--- src/rtl/uart_frame_parser.sv ---
// uart_frame_parser
//   Byte-level command framer between the UART byte receiver/transmitter and
//   the mining core.
//   RX: hunts for 0xAA, cmd, len, payload[len]. A cmd 0 frame with a WORK_LEN
//       payload is presented as work/target with a one-cycle work_valid. A cmd 1
//       frame with a single byte queues a loop-test echo. Any other frame is
//       discarded, as is any frame that stalls mid-way, and frame_err pulses.
//   TX: emits nonce reports (0x55 00 04 n0..n3) and loop echoes
//       (0x55 01 01 b) one byte at a time, honouring tx_busy.
// Ports
//   clk, rst           clock, synchronous active-high reset
//   new_rx_data/rx_data  received byte strobe/data
//   tx_busy            transmitter busy, blocks new bytes
//   new_tx_data/tx_data  byte issue strobe/data (data held between issues)
//   work_valid/work/target  parsed work block and target
//   nonce_valid/nonce  found nonce from the core
//   nonce_drop         nonce arrived while a previous report was still pending
//   frame_err          a frame was discarded
module uart_frame_parser #(
  parameter int TIMEOUT_CYCLES = 1000000,
  parameter int WORK_LEN       = 84
) (
  input  logic         clk,
  input  logic         rst,
  input  logic         new_rx_data,
  input  logic [7:0]   rx_data,
  input  logic         tx_busy,
  output logic         new_tx_data,
  output logic [7:0]   tx_data,
  output logic         work_valid,
  output logic [639:0] work,
  output logic [31:0]  target,
  input  logic         nonce_valid,
  input  logic [31:0]  nonce,
  output logic         nonce_drop,
  output logic         frame_err
);

  localparam int TW        = $clog2(TIMEOUT_CYCLES + 1);
  localparam int BUF_BYTES = WORK_LEN - 1;  // last byte goes straight to target

  // ---------------------------------------------------------------- RX
  typedef enum logic [1:0] {HUNT, CMD, LEN, DATA} rx_state_t;

  rx_state_t              rx_state;
  logic [7:0]             cmd;
  logic [7:0]             len;
  logic [7:0]             cnt;
  logic [TW-1:0]          idle;
  logic [BUF_BYTES*8-1:0] buffer;

  logic       good_work;
  logic       last_byte;
  logic       timeout;
  logic       loop_hit;
  logic [9:0] wr_off;

  assign good_work = (cmd == 8'd0) && (len == 8'(WORK_LEN));
  assign last_byte = (cnt == len - 8'd1);
  assign wr_off    = {cnt[6:0], 3'b000};
  // idle counts cycles without a byte since the last one; it is held at zero
  // while hunting so a long quiet line never reports an error.
  assign timeout   = (rx_state != HUNT) && !new_rx_data &&
                     (idle == TW'(TIMEOUT_CYCLES - 1));
  assign loop_hit  = new_rx_data && (rx_state == DATA) && last_byte &&
                     (cmd == 8'd1) && (len == 8'd1);

  always_ff @(posedge clk) begin
    if (rst) begin
      rx_state   <= HUNT;
      cmd        <= '0;
      len        <= '0;
      cnt        <= '0;
      idle       <= '0;
      buffer     <= '0;
      work       <= '0;
      target     <= '0;
      work_valid <= 1'b0;
      frame_err  <= 1'b0;
    end else begin
      work_valid <= 1'b0;
      frame_err  <= 1'b0;
      if (rx_state == HUNT || new_rx_data) idle <= '0;
      else                                 idle <= idle + 1'b1;

      if (timeout) begin
        rx_state  <= HUNT;
        frame_err <= 1'b1;
      end else if (new_rx_data) begin
        case (rx_state)
          HUNT: if (rx_data == 8'hAA) rx_state <= CMD;
          CMD: begin
            cmd      <= rx_data;
            rx_state <= LEN;
          end
          LEN: begin
            len <= rx_data;
            cnt <= '0;
            if (rx_data == 8'd0) begin
              rx_state  <= HUNT;
              frame_err <= (cmd > 8'd1);
            end else begin
              rx_state <= DATA;
            end
          end
          DATA: begin
            if (good_work && cnt < 8'(BUF_BYTES)) buffer[wr_off +: 8] <= rx_data;
            cnt <= cnt + 8'd1;
            if (last_byte) begin
              rx_state <= HUNT;
              if (good_work) begin
                work       <= buffer[639:0];
                target     <= {rx_data, buffer[BUF_BYTES*8-1 -: 24]};
                work_valid <= 1'b1;
              end else if (!(cmd == 8'd1 && len == 8'd1)) begin
                frame_err <= 1'b1;
              end
            end
          end
          default: rx_state <= HUNT;
        endcase
      end
    end
  end

  // ---------------------------------------------------------------- TX
  typedef enum logic {IDLE, SEND} tx_state_t;

  tx_state_t       tx_state;
  logic [6:0][7:0] frm;
  logic [2:0]      tx_idx;
  logic [2:0]      tx_last;
  logic            nonce_pend;
  logic [31:0]     nonce_q;
  logic            loop_pend;
  logic [7:0]      loop_byte;
  logic            start_nonce;
  logic            start_loop;

  assign start_nonce = (tx_state == IDLE) && nonce_pend;
  assign start_loop  = (tx_state == IDLE) && !nonce_pend && loop_pend;

  always_ff @(posedge clk) begin
    if (rst) begin
      tx_state    <= IDLE;
      frm         <= '0;
      tx_idx      <= '0;
      tx_last     <= '0;
      nonce_pend  <= 1'b0;
      nonce_q     <= '0;
      loop_pend   <= 1'b0;
      loop_byte   <= '0;
      new_tx_data <= 1'b0;
      tx_data     <= '0;
      nonce_drop  <= 1'b0;
    end else begin
      new_tx_data <= 1'b0;
      nonce_drop  <= nonce_valid && nonce_pend;

      // The frame is snapshotted on start so the pending slot is free to take
      // the next report while this one is still on the wire.
      if (nonce_valid && !nonce_pend) begin
        nonce_q    <= nonce;
        nonce_pend <= 1'b1;
      end else if (start_nonce) begin
        nonce_pend <= 1'b0;
      end

      if (loop_hit) begin
        loop_pend <= 1'b1;
        loop_byte <= rx_data;
      end else if (start_loop) begin
        loop_pend <= 1'b0;
      end

      case (tx_state)
        IDLE: begin
          tx_idx <= '0;
          if (start_nonce) begin
            frm      <= {nonce_q[31:24], nonce_q[23:16], nonce_q[15:8], nonce_q[7:0],
                         8'h04, 8'h00, 8'h55};
            tx_last  <= 3'd6;
            tx_state <= SEND;
          end else if (start_loop) begin
            frm      <= {8'h00, 8'h00, 8'h00, loop_byte, 8'h01, 8'h01, 8'h55};
            tx_last  <= 3'd3;
            tx_state <= SEND;
          end
        end
        SEND: begin
          // new_tx_data high means a byte went out last cycle: skip one cycle
          // so the transmitter has time to raise tx_busy.
          if (!tx_busy && !new_tx_data) begin
            new_tx_data <= 1'b1;
            tx_data     <= frm[tx_idx];
            tx_idx      <= tx_idx + 3'd1;
            if (tx_idx == tx_last) tx_state <= IDLE;
          end
        end
        default: tx_state <= IDLE;
      endcase
    end
  end

endmodule

--- config.mk ---
export PLATFORM = sky130hd
export DESIGN_NAME = uart_frame_parser
export DESIGN_NICKNAME = d
export VERILOG_FILES = /design/src/rtl/uart_frame_parser.sv
export SDC_FILE = /design/constraint.sdc
export NUM_CORES = 2
export LEC_CHECK = 0
export CAP_MARGIN = 20
export CORE_MARGIN = 1
export CORE_UTILIZATION = 46
export DETAILED_ROUTE_END_ITERATION = 8
export PLACE_DENSITY = 0.71
export SYNTH_ARGS = -nofsm -noshare
export SYNTH_HDL_FRONTEND = slang
export SYNTH_SLANG_ARGS = --single-unit
--- constraint.sdc ---
create_clock -name clk -period 3.14 [get_ports clk]
set_input_delay 0.471 -clock clk [delete_from_list [all_inputs] [get_ports clk]]
set_output_delay 0.471 -clock clk [all_outputs]
set_load 0.005 [all_outputs]
==> results.json <==
{
  "status": "finished, final reports clean",
  "yosysMostFrequentCell": "nand2_1",
  "place_ws_ns": 0.00116,
  "r2r_cells": 10,
  "setup_slack_ns": 0.0820,
  "grt.total_usage": 0.314,
  "first_global_vias": 45000,
  "portBuffers": 728,
  "skew_ns": 0.0396,
  "antenna_found_initial": 3,
  "cp_max_fo": 17,
  "synth_edf_count": 0,
  "cpMaxStageDelayCell": "or4_1",
  "cpMostUsedCell": "buf_4",
  "power.density_mw_per_mm2": 515,
  "dr.pass1.iters": 8,
  "ant_nets": 0,
  "cts_tree": "done",
  "yosys.area.top_type_share": 0.516,
  "pin_count": 729,
  "drt_iter0_drc": 4399,
  "clock_latency_ns": 0.81,
  "yosysSeqAreaShare": 0.516,
  "cp.arrival_ns": 3.74,
  "fin_crit_sh": 0.974,
  "die_width_um": 355,
  "fin_total_pwr_w": 0.0379,
  "cts_root_buffer": "clkbuf_16",
  "layout-drive-gt1-share": 0.0967,
  "hp-class": "in2reg",
  "synthTopCellsByArea": "dfxtp_1 52%, mux2i_1 21%, nand2_1 11%",
  "r2r_slack_ns": 0.08,
  "slew_headroom": 0.150,
  "viasPerCell": 5.47,
  "num_vias": 47800,
  "die-area_mm2": 0.126,
  "synthDistinctLibCells": 70,
  "critPathCaptureType": "flop",
  "cpPeakStageDelay_ns": 0.58,
  "areaGrowthSynthToFinish_pct": 28.5,
  "synth_area_mm2": 0.0573,
  "synthArstFlopShare": 0,
  "numCtsBuffers": 153,
  "core-area_mm2": 0.124,
  "synthFlopType": "dfxtp_1",
  "grt_overflow": 0,
  "synth_common_cells": "1677 x nand2_1, 1475 x dfxtp_1, 1215 x mux2i_1",
  "criticalPathCategory": "reg2reg",
  "synth_seq_cells": 1475,
  "clockBufferDepth": 3,
  "rsz0062_at_grt": "no",
  "synth_top_area_cell": "dfxtp_1",
  "fmax_mhz": 327,
  "worstHoldStart": "rx_data[0]",
  "finalSetupViolCount": 0,
  "grt_pass1_wl_um": 295000,
  "period_minus_slack_ns": 3.06,
  "avgSynthCellArea_um2": 9.28,
  "critPathLaunchType": "flop",
  "ir_worst_vdd_uv": 565,
  "clk_pin_slew_worst_paths_ns": 0.06,
  "crit_chain": "inv_1, ha_1, and4b_1, and4_1, buf_4, nand2_1, or4_1, buf_4, mux2i_1, nor2_1",
  "nets": 7031,
  "start_util": 0.463,
  "slew_violations": 0,
  "tightestPinTransition_ns": 1.27,
  "r2r-end": "buffer[134]",
  "clock_sinks": 1475,
  "yosys_warnings": 0,
  "p_leak_nw": 27.3,
  "grt_max_degree": 256,
  "postCtsSetupBuffers": 0,
  "remaining_drc_errors": 0,
  "wl_per_cell_um": 23.4,
  "hpwl_um": 148000,
  "whs_path_depth": 3,
  "hold_violations": 0,
  "synth_nets": 6225,
  "rr_startpoint": "len[1]",
  "gp_congestion": 0.980,
  "routed_wl_um": 204000,
  "core.rowCount": 129,
  "crit_required_ns": 3.82,
  "netlist_instances": 6171,
  "drv_cap": 0,
  "die_h_um": 355,
  "holdPathEnd": "len[0]",
  "htree_num_levels": 4
}
[layout by cell type, fill, tap and decap left out, types with 8 or more instances in the layout]
master and count:
nand2_1 1676, dfxtp_1 1474, mux2i_1 1215, clkdlybuf4s50_1 719, nor2_1 512, buf_4 301, a21oi_1 199, clkbuf_16 154
nand3_1 90, o21ai_0 82, nor3_1 72, buf_12 64, nand4_1 60, clkbuf_1 44, clkbuf_8 37, or4_1 30
a22oi_1 25, nand2b_1 23, or3_1 23, xor2_1 19, xnor2_1 18, nor3_4 16, clkinv_2 13, inv_1 12
nor4_1 12, nor4_2 10, o211ai_1 9, nor4_4 9, ha_1 8
[metal layers]
metal  up-vias  share of wire  global-route usage
met5         -              0                   0
met4         0          0.058               0.169
met3       440          0.086              0.0745
met2      1898           0.45               0.494
met1     23100           0.41               0.399
li1      22300              -                   -
[state kept, by name (all words and copies together), names as in the netlist]
register / cells
frame_err: 1
cnt: 8
tx_last: 2
target: 32
cmd: 8
nonce_pend: 1
work_valid: 1
buffer: 664
nonce_q: 32
loop_byte: 8
new_tx_data: 1
frm: 33
loop_pend: 1
rx_state: 2
len: 8
idle: 20
nonce_drop: 1
tx_idx: 3
tx_data: 8
tx_state: 1
work: 640
[repair_timing]
action	CTS	global route
hold endpoints to repair	4	0
hold buffers	1	0
gates resized for setup	1	13
pin swaps	0	2
gates cloned	0	0
endpoints found under the setup margin	16	487
[cells by family after synthesis]
group,Yosys count,share of synthesized area
compound gates,375,0.0391
fa+ha+maj,9,0.00197
flops,1475,0.516
mux,1215,0.212
simple gates,2597,0.190
xor+xnor,40,0.00612
buf+inv,460,0.0348
[area by class of cell]
cell class / count / area, um^2
fill: 10600 / 50000
sequential: 1475 / 29500
multi-input combinational: 4236 / 26000
timing repair buffer: 1095 / 10800
clock buffer: 235 / 4530
tap: 1637 / 2050
clock inverter: 37 / 546
inverter: 16 / 75.1
antenna: 1 / 2.50
[stage by stage]
stage	cells	TNS [ns]	instance area, um^2	util	hold WS, ns
after floorplan	6171	-5.87	57500	-	0.430
after global placement	8454	0	68400	0.553	0.440
after detailed placement	8455	0	68400	0.554	0.445
after CTS	8728	0	73500	0.595	0.0729
after global routing	8731	0	73600	0.595	0.107
final	8732	0	73600	0.595	0.132
[worst max-delay path by stage]
stage	from	to	slack, ns	cells past startpoint
final	len[1]	buffer[134]	0.08	10
after global placement	new_rx_data	buffer[153]	0.03	9
after global routing	cnt[1]	buffer[267]	0.01	7
after detailed placement	len[1]	work[438]	0.001	10
after floorplan	cnt[0]	buffer[100]	-0.14	11
after CTS	cnt[1]	buffer[134]	0.02	9
[power by group]
part	leakage, nW	switching, W	internal, W
sequential	11.9	0.0000396	0.0188
clock	2.47	0.00783	0.0105
combinational	13.0	0.000666	0.000162
[critical path: cells and delay by family (launching register included)]
kind,cells,cell delay (ns)
fa+ha+maj,1,0.28
buf+inv,3,0.61
flops,1,0.37
mux,1,0.18
simple gates,5,1.46
Power figures use the tool's default switching activity.
